--- src/rtl/otp_generator.sv ---
// One-time-pad generator: Magma (GOST R 34.12-2015) in CTR mode.
// Each pad is 64 ciphertext blocks streamed out as 1024 nibbles to an external RAM.
//
// state | meaning
// IDLE  | waiting for istart, no pad valid
// ENC   | 32 Magma rounds on the current counter block, one round per cycle
// WRITE | 16 nibble writes of the finished block, MSB nibble first
// DONE  | pad complete in RAM, odone held until inew_otp or istart
module otp_generator #(
  parameter int BLOCKS = 64
) (
  input  logic         iclk,
  input  logic         irst,
  input  logic         istart,
  input  logic         inew_otp,
  input  logic [255:0] ikey,
  input  logic [31:0]  iIV,
  output logic [9:0]   oaddr,
  output logic [3:0]   owdata,
  output logic         owrite_en,
  output logic         odone
);

  localparam int BW = $clog2(BLOCKS);

  // S-boxes pi0..pi7, entry v stored at bits [4v+3:4v]
  localparam logic [7:0][63:0] SBOX = {
    64'h2BC96AF43850DE71,  // pi7
    64'h73AD0B4FC19652E8,  // pi6
    64'h0E34187BAC296FD5,  // pi5
    64'hC24BE390D618A5F7,  // pi4
    64'hB9E35A076F4D128C,  // pi3
    64'h069C471EDAF2853B,  // pi2
    64'hF0DB74E1C5A93286,  // pi1
    64'h1F307D8E9B5A264C   // pi0
  };

  typedef enum logic [1:0] {IDLE, ENC, WRITE, DONE} state_t;

  state_t          state, state_next;
  logic [63:0]     ctr;
  logic            ctr_loaded;
  logic [31:0]     a1, a0;
  logic [4:0]      round_cnt;
  logic [3:0]      nib_cnt;
  logic [BW-1:0]   blk_cnt;
  logic            done_r;
  logic            start_accept;
  logic            last_nib;
  logic            last_blk;
  logic [7:0][31:0] key_words;
  logic [31:0]     round_key;
  logic [31:0]     g_out;
  logic [63:0]     ct_shifted;

  function automatic logic [31:0] magma_g(input logic [31:0] x);
    logic [31:0] s;
    logic [3:0]  v;
    s = '0;
    for (int j = 0; j < 8; j++) begin
      v = x[4*j +: 4];
      s[4*j +: 4] = SBOX[j][{v, 2'b00} +: 4];
    end
    return {s[20:0], s[31:21]};
  endfunction

  // K1 sits in the top word of ikey, so key_words[7] = K1 ... key_words[0] = K8.
  // Rounds 0..23 use K1..K8 cyclically, rounds 24..31 run K8..K1.
  assign key_words    = ikey;
  assign round_key    = (round_cnt[4:3] == 2'b11) ? key_words[round_cnt[2:0]]
                                                  : key_words[~round_cnt[2:0]];
  assign g_out        = magma_g(a0 + round_key);

  assign start_accept = istart && (state == IDLE || state == DONE);
  assign last_nib     = (nib_cnt == 4'd15);
  assign last_blk     = (blk_cnt == BW'(BLOCKS - 1));

  // FSM state register
  always_ff @(posedge iclk or negedge irst) begin
    if (!irst) state <= IDLE;
    else       state <= state_next;
  end

  // FSM next-state logic
  always_comb begin
    state_next = state;
    unique case (state)
      IDLE:  if (istart) state_next = ENC;
      ENC:   if (round_cnt == 5'd31) state_next = WRITE;
      WRITE: if (last_nib) state_next = last_blk ? DONE : ENC;
      DONE: begin
        if (istart)        state_next = ENC;
        else if (inew_otp) state_next = IDLE;
      end
      default: state_next = IDLE;
    endcase
  end

  // Cipher datapath, counter and block/nibble/round indices
  always_ff @(posedge iclk or negedge irst) begin
    if (!irst) begin
      ctr        <= '0;
      ctr_loaded <= 1'b0;
      a1         <= '0;
      a0         <= '0;
      round_cnt  <= '0;
      nib_cnt    <= '0;
      blk_cnt    <= '0;
      done_r     <= 1'b0;
    end else if (start_accept) begin
      if (!ctr_loaded) begin
        ctr        <= {iIV, 32'h0};
        ctr_loaded <= 1'b1;
        a1         <= iIV;
        a0         <= 32'h0;
      end else begin
        a1 <= ctr[63:32];
        a0 <= ctr[31:0];
      end
      round_cnt <= '0;
      nib_cnt   <= '0;
      blk_cnt   <= '0;
      done_r    <= 1'b0;
    end else begin
      unique case (state)
        ENC: begin
          round_cnt <= round_cnt + 5'd1;
          // final round leaves a0 in place instead of swapping
          if (round_cnt == 5'd31) begin
            a1 <= a1 ^ g_out;
          end else begin
            a1 <= a0;
            a0 <= a1 ^ g_out;
          end
        end
        WRITE: begin
          nib_cnt <= nib_cnt + 4'd1;
          if (last_nib) begin
            // ciphertext is fully written; load the next counter value as plaintext
            ctr      <= ctr + 64'd1;
            {a1, a0} <= ctr + 64'd1;
            blk_cnt  <= blk_cnt + 1'b1;
            if (last_blk) done_r <= 1'b1;
          end
        end
        DONE: if (inew_otp) done_r <= 1'b0;
        default: ;
      endcase
    end
  end

  assign ct_shifted = {a1, a0} << {nib_cnt, 2'b00};
  assign owrite_en  = (state == WRITE);
  assign oaddr      = owrite_en ? {blk_cnt, nib_cnt} : '0;
  assign owdata     = owrite_en ? ct_shifted[63:60] : '0;
  assign odone      = done_r;

endmodule

--- config.mk ---
export PLATFORM = sky130hd
export DESIGN_NAME = otp_generator
export DESIGN_NICKNAME = d
export VERILOG_FILES = /design/src/rtl/otp_generator.sv
export SDC_FILE = /design/constraint.sdc
export NUM_CORES = 1
export LEC_CHECK = 0
export CAP_MARGIN = 20
export CORE_MARGIN = 3
export CORE_UTILIZATION = 35
export CTS_CLUSTER_DIAMETER = 150
export DETAILED_ROUTE_END_ITERATION = 10
export DONT_BUFFER_PORTS = 1
export PLACE_DENSITY = 0.47
export SLEW_MARGIN = 10
export SYNTH_ARGS = -nofsm -noshare
export SYNTH_HDL_FRONTEND = slang
export SYNTH_SLANG_ARGS = --single-unit
--- constraint.sdc ---
create_clock -name iclk -period 10.4 [get_ports iclk]
set_input_delay 2.08 -clock iclk [delete_from_list [all_inputs] [get_ports iclk]]
set_output_delay 2.08 -clock iclk [all_outputs]
set_load 0.02 [all_outputs]
# After elaboration in Yosys (flattened, before gate mapping)
# Index checks and enable logic that the tools add are counted.
# W data, S select, Z words.
[op_classes] shifts=9 n_mux=40 n_bitwise=2 order_cmp=2 eq_ne=16 addsub=5 n_reduce_logical=14
[ops] op="$shiftx A64 B7 Y4 const A" n=8
[ops] op="$mux W32" n=11
[ops] op="$mux W64" n=4
[ops] op="$bmux W32 S3" n=2
[ops] op="$pmux W32 S2" n=2
[ops] op="$add A64 B1 Y64 const B" n=1
[ops] op="$shl A64 B6 Y64" n=1
[ops] op="$add A32 B32 Y32" n=1
[ops] op="$xor A32 B32 Y32" n=1
[ops] op="$mux W6" n=3
[ops] op="$mux W2" n=6
[ops] op="$mux W4" n=3
[ops] op="$mux W10" n=1
[ops] op="$mux W5" n=2
[ops] op="$ne A3 B3 Y1 const B" n=3
[ops] op="$lt A3 B4 Y1 const B" n=2
[ops] op="$pmux W2 S4" n=1
[ops] op="$reduce_and A4 Y1" n=2
[ops] op="$add A6 B1 Y6 const B" n=1
[ops] op="$eq A2 B2 Y1 const B" n=3
[ops] op="$eq A6 B6 Y1 const B" n=1
[ops] op="$ne A2 B2 Y1 const B" n=3
[ops] op="$ne A3 B1 Y1 const B" n=2
[ops] op="$reduce_and A3 Y1" n=2
[ops] op="15 further kinds" n=22
[totals] out_inout_bits=16 regBits=147

# Longest topological paths before layout
[depth] word_depth=10 mapped_depth=23 ltp_nobuf=20

# Worst setup path before layout
# Ideal clock, no wire load.
[synth_path] path_type="in2reg" start="input port ikey[4]" end="register a0[3]" path_buffers=0 path_stages=15 t_arrival_ps=6246 setup_slack_ps=4017 path_cell_list="mux4_2 mux4_2 ha_1 a21o_1 a31o_2 o211ai_2 a21oi_1 or3_1 a21oi_1 xor2_1 ha_1 mux4_1 xnor2_1 a221oi_1 a21oi_1"
[synth_between] elab_chain_len=9 word_cells_on_any_way=11 cone_classes="add/sub: 1; shift: 1; mux: 8; bitwise: 1"
[synth_rtl] element="from (decl)" line_no="16" text="input logic [255:0] ikey,"
[synth_rtl] element="$bmux W32 S3 (on tied branches)" line_no="71, 70"
[synth_rtl] element="$mux W32 (on tied branches)" line_no="71, 70"
[synth_rtl] element="$mux W32 (*)" line_no="70" text="assign round_key = (round_cnt[4:3] == 2'b11) ? key_words[round_cnt[2:0]]"
[synth_rtl] element="$add A32 B32 Y32 (*)" line_no="72" text="assign g_out = magma_g(a0 + round_key);"
[synth_rtl] element="$shiftx A64 B7 Y4 (*)" line_no="62" text="s[4*j +: 4] = SBOX[j][{v, 2'b00} +: 4];"
[synth_rtl] element="$xor A32 B32 Y32 (*)" line_no="133" text="a0 <= a1 ^ g_out;"
[synth_rtl] element="$mux W32 (*)" line_no="129" text="if (round_cnt == 5'd31) begin"
[synth_rtl] element="$pmux W32 S2 (*)" line_no="125" text="unique case (state)"
[synth_rtl] element="$mux W32 (*)" line_no="110" text="end else if (start_accept) begin"
[synth_rtl] element="to (signal assigned)" line_no="118" text="a0 <= ctr[31:0];"
[synth_rtl] element="to (signal assigned)" line_no="133"
[synth_rtl] element="to (signal assigned)" line_no="141" text="{a1, a0} <= ctr + 64'd1;"
[synth_rtl] element="to (decl)" line_no="43" text="logic [31:0] a1, a0;"
# Mark *: on every way between the ends. The rest lies on a longest branch, timed or not. The select of a mux whose other input is x is not followed.
# A chain may end at the register's enable or synchronous reset.

# Final worst setup path
[layout_path] start="register round_cnt[1]" end="register a0[3]"
[layout_between] elab_chain_len=10 word_cells_on_any_way=15 cone_classes="add/sub: 1; eq/ne: 2; shift: 1; mux: 8; bitwise: 2; reduce/logical: 1"
[layout_rtl] element="from (decl)" line_no="44" text="logic [4:0] round_cnt;"
[layout_rtl] element="from (signal assigned)" line_no="127" text="round_cnt <= round_cnt + 5'd1;"
[layout_rtl] element="$not A3 Y3" line_no="71" text=": key_words[~round_cnt[2:0]];"
[layout_rtl] element="$bmux W32 S3" line_no="71"
[layout_rtl] element="$mux W32 (implied by the code)" line_no="71"
[layout_rtl] element="$mux W32" line_no="70"
[layout_rtl] element="$add A32 B32 Y32" line_no="72"
[layout_rtl] element="$shiftx A64 B7 Y4" line_no="62"
[layout_rtl] element="$xor A32 B32 Y32" line_no="133"
[layout_rtl] element="$mux W32" line_no="129"
[layout_rtl] element="$pmux W32 S2" line_no="125"
[layout_rtl] element="$mux W32" line_no="110"
# Several ways; a longest one is shown, not always the timed one. The select of a mux whose other input is x is not followed.

==> results.ini <==
[placement]
routabilityCongestion = 0.917
dp_hpwl_mm = 51.4
place_ws_ps = 3310
io_buffers = 0
post_dp_cell_area_sq_mm = 0.0177

[timing]
setup_viol = 0
finClkSkew_ps = 14.1
fin_tns_setup_ps = 0
worst_slack_ps = 3650
drv_slew = 0
post-route-period-util_pct = 64.9
rsz0062_at_grt = no
worst_pin_slew_ps = 998
max_freq_mhz = 148
hold_viol_final = 0
maxSlewHeadroom_pct = 33.4
min_period_ps = 6750

[critical_path]
r2r_slack_ps = 3650
crit_type = flop to flop
reg2reg_from = round_cnt[1]$_DFFE_PN0P_
cp-start-kind = flop
path_max_fanout = 81
endpoint = a0[3]$_DFFE_PN0P_
arrival_ps = 7080
r2r-end = a0[3]$_DFFE_PN0P_
required_ps = 10730
cp-startpoint = round_cnt[1]$_DFFE_PN0P_
cp-end-kind = flop
ff2ff_path_depth = 16

[finish]
final_common_cell = mux4_2
nNetsFinal = 2150
finalInstanceArea_sq_mm = 0.0184
area_growth_pct = 6.71
mostFrequentLayoutCells = 189 x mux4_2, 178 x nor2_1, 170 x nand2_1, 155 x a21oi_1, 149 x o21ai_0
drive_gt1_share_pct = 16.7

[route]
firstDrtPassIters = 5
wl_per_cell_um = 27.1
ant_nets = 0
drc = 0
wl_mm = 66.5
routed_via_density = 6.31
drt_iter0_markers = 1511
num_vias = 15500

[logic_synthesis]
synth_ff_type = dfrtp_1
synth_warnings = 0
yosysUniqueCellTypes = 80
netlist_instances = 1864
syn_area_sq_mm = 0.0172
synth_edf_count = 0
synth_seq_cells = 147
ys_seq_area_share_pct = 21.4
synthArstFlopShare_pct = 100
syn_nets = 2239
syn_area_per_cell_sq_um = 9.23

[clock_tree]
clockRootBuffer = clkbuf_16
clk_pin_slew_ps = 70
ctsResizeCount = 0
ctsHoldBuffers = 0
cts_max_path_buffers = 2
clk_latency_ps = 460
h-tree-depth = 4
clock-sinks = 147
postCtsSetupRepairBufs = 0
cts_buffers = 17
cts_tree = yes

[grt]
use_met3_pct = 5.55
track_usage_pct = 25.1
first_global_vias = 15200
antenna_found_initial = 4
grt-busiest-layer = met2
use_met1_pct = 34.0
grt_max_degree = 148
use_met2_pct = 40.1
grt_pass1_wl_mm = 99.8
grt_overflow_total = 0

[die]
initial_core_util_pct = 35.7
core_sq_mm = 0.0481
std_cell_rows = 80
dieArea_sq_mm = 0.0519
die_x_um = 228
io_pins = 308
die_h_um = 228

[hold_path]
hold_path_class = flop to flop
holdPathStages = 2

[run_status]
status = finished clean

[flow_run]
drv_cap = 0

==> worst min-delay path by stage <==
stage                      startpoint           endpoint  slack (ps)
floorplan           a1[2]$_DFFE_PN0P_  a1[2]$_DFFE_PN0P_         460
global placement    a1[8]$_DFFE_PN0P_  a1[8]$_DFFE_PN0P_         480
detailed placement  a1[8]$_DFFE_PN0P_  a1[8]$_DFFE_PN0P_         510
CTS                 a1[8]$_DFFE_PN0P_  a1[8]$_DFFE_PN0P_         520
global route        a1[8]$_DFFE_PN0P_  a1[8]$_DFFE_PN0P_         530
finish              a1[8]$_DFFE_PN0P_  a1[8]$_DFFE_PN0P_         530
==> synth_stat cells (all sizes together) (11+ instances only) <==
library cell  instances  area, sq um
nand4                21          131
o31ai                17          128
dfrtp               147         3680
and4                 12          105
nor3                 36          185
nand2               173          654
mux4                190         4280
nand3                52          260
clkbuf              109          440
a211oi               13         97.6
ha                   82         1030
and2                 26          163
a221oi               19          173
mux2                 14          158
xnor2                57          514
mux2i                41          410
o21ai               152          764
inv                  64          240
a31oi                19          119
o22ai                21          131
a21o                 18          139
nor2                181          679
a21oi               159          826
a22oi                13         97.6
o211ai               11          101
buf                  25          125
and3                 32          201
xor2                 48          428
==> logic make-up (layout without fill, tap and decap cells) <==
logic type                 count (synthesis)  in the layout  synth area share (%)
xor gates and xnor gates                 106            106                  5.61
other                                      0              6                     0
and+or+nand+nor                          570            570                  15.3
buffers and inverters                    199            123                  4.74
AOI/OAI and AO/OA                        514            514                  18.7
adders and majority gates                 83             83                  6.08
muxes                                    245            245                  28.2
DFF                                      147            147                  21.4
==> routing by layer <==
metal	vias to the layer above	wire, um
li1	6952	-
met1	7705	28300
met2	719	30600
met3	88	5660
met4	0	1910
met5	-	0
==> state kept, by name, indices dropped and copies added, names as in the netlist <==
name	count
a1	32
state	2
nib_cnt	4
ctr	64
ctr_loaded	1
a0	32
round_cnt	5
odone	1
blk_cnt	6
==> final cells by class <==
cell class	count	area, sq um
sequential	147	3690
clock buffer	19	443
inverter	64	240
fill	4826	29800
clock inverter	13	205
timing repair buffer	27	215
antenna	6	15.0
tap	656	821
multi-input combinational	1518	12700
==> per-stage QoR <==
stage	hold slack, ps	cells	util [%]
final	530	2450	38.1
after global routing	534	2450	38.1
after CTS	525	2443	38.1
after detailed placement	508	2411	36.7
after global placement	480	2411	36.7
after floorplan	464	1864	-
==> worst max-delay path, stage by stage, from the launching register on <==
cell and delay [ps]:
dfrtp_4 830, buf_4 830, mux4_2 410, mux4_2 490, ha_1 360, a21oi_1 260, o21ai_0 160, a21oi_1 460
a21oi_1 150, or3_1 390, a21oi_1 190, xor2_1 470, ha_1 350, mux4_1 580, xnor2_1 170, a221oi_1 310
a21oi_1 100
Power is left out: the tool's default activity adds up to more than one toggle a clock period on the data nets, which glitch-free logic cannot reach.
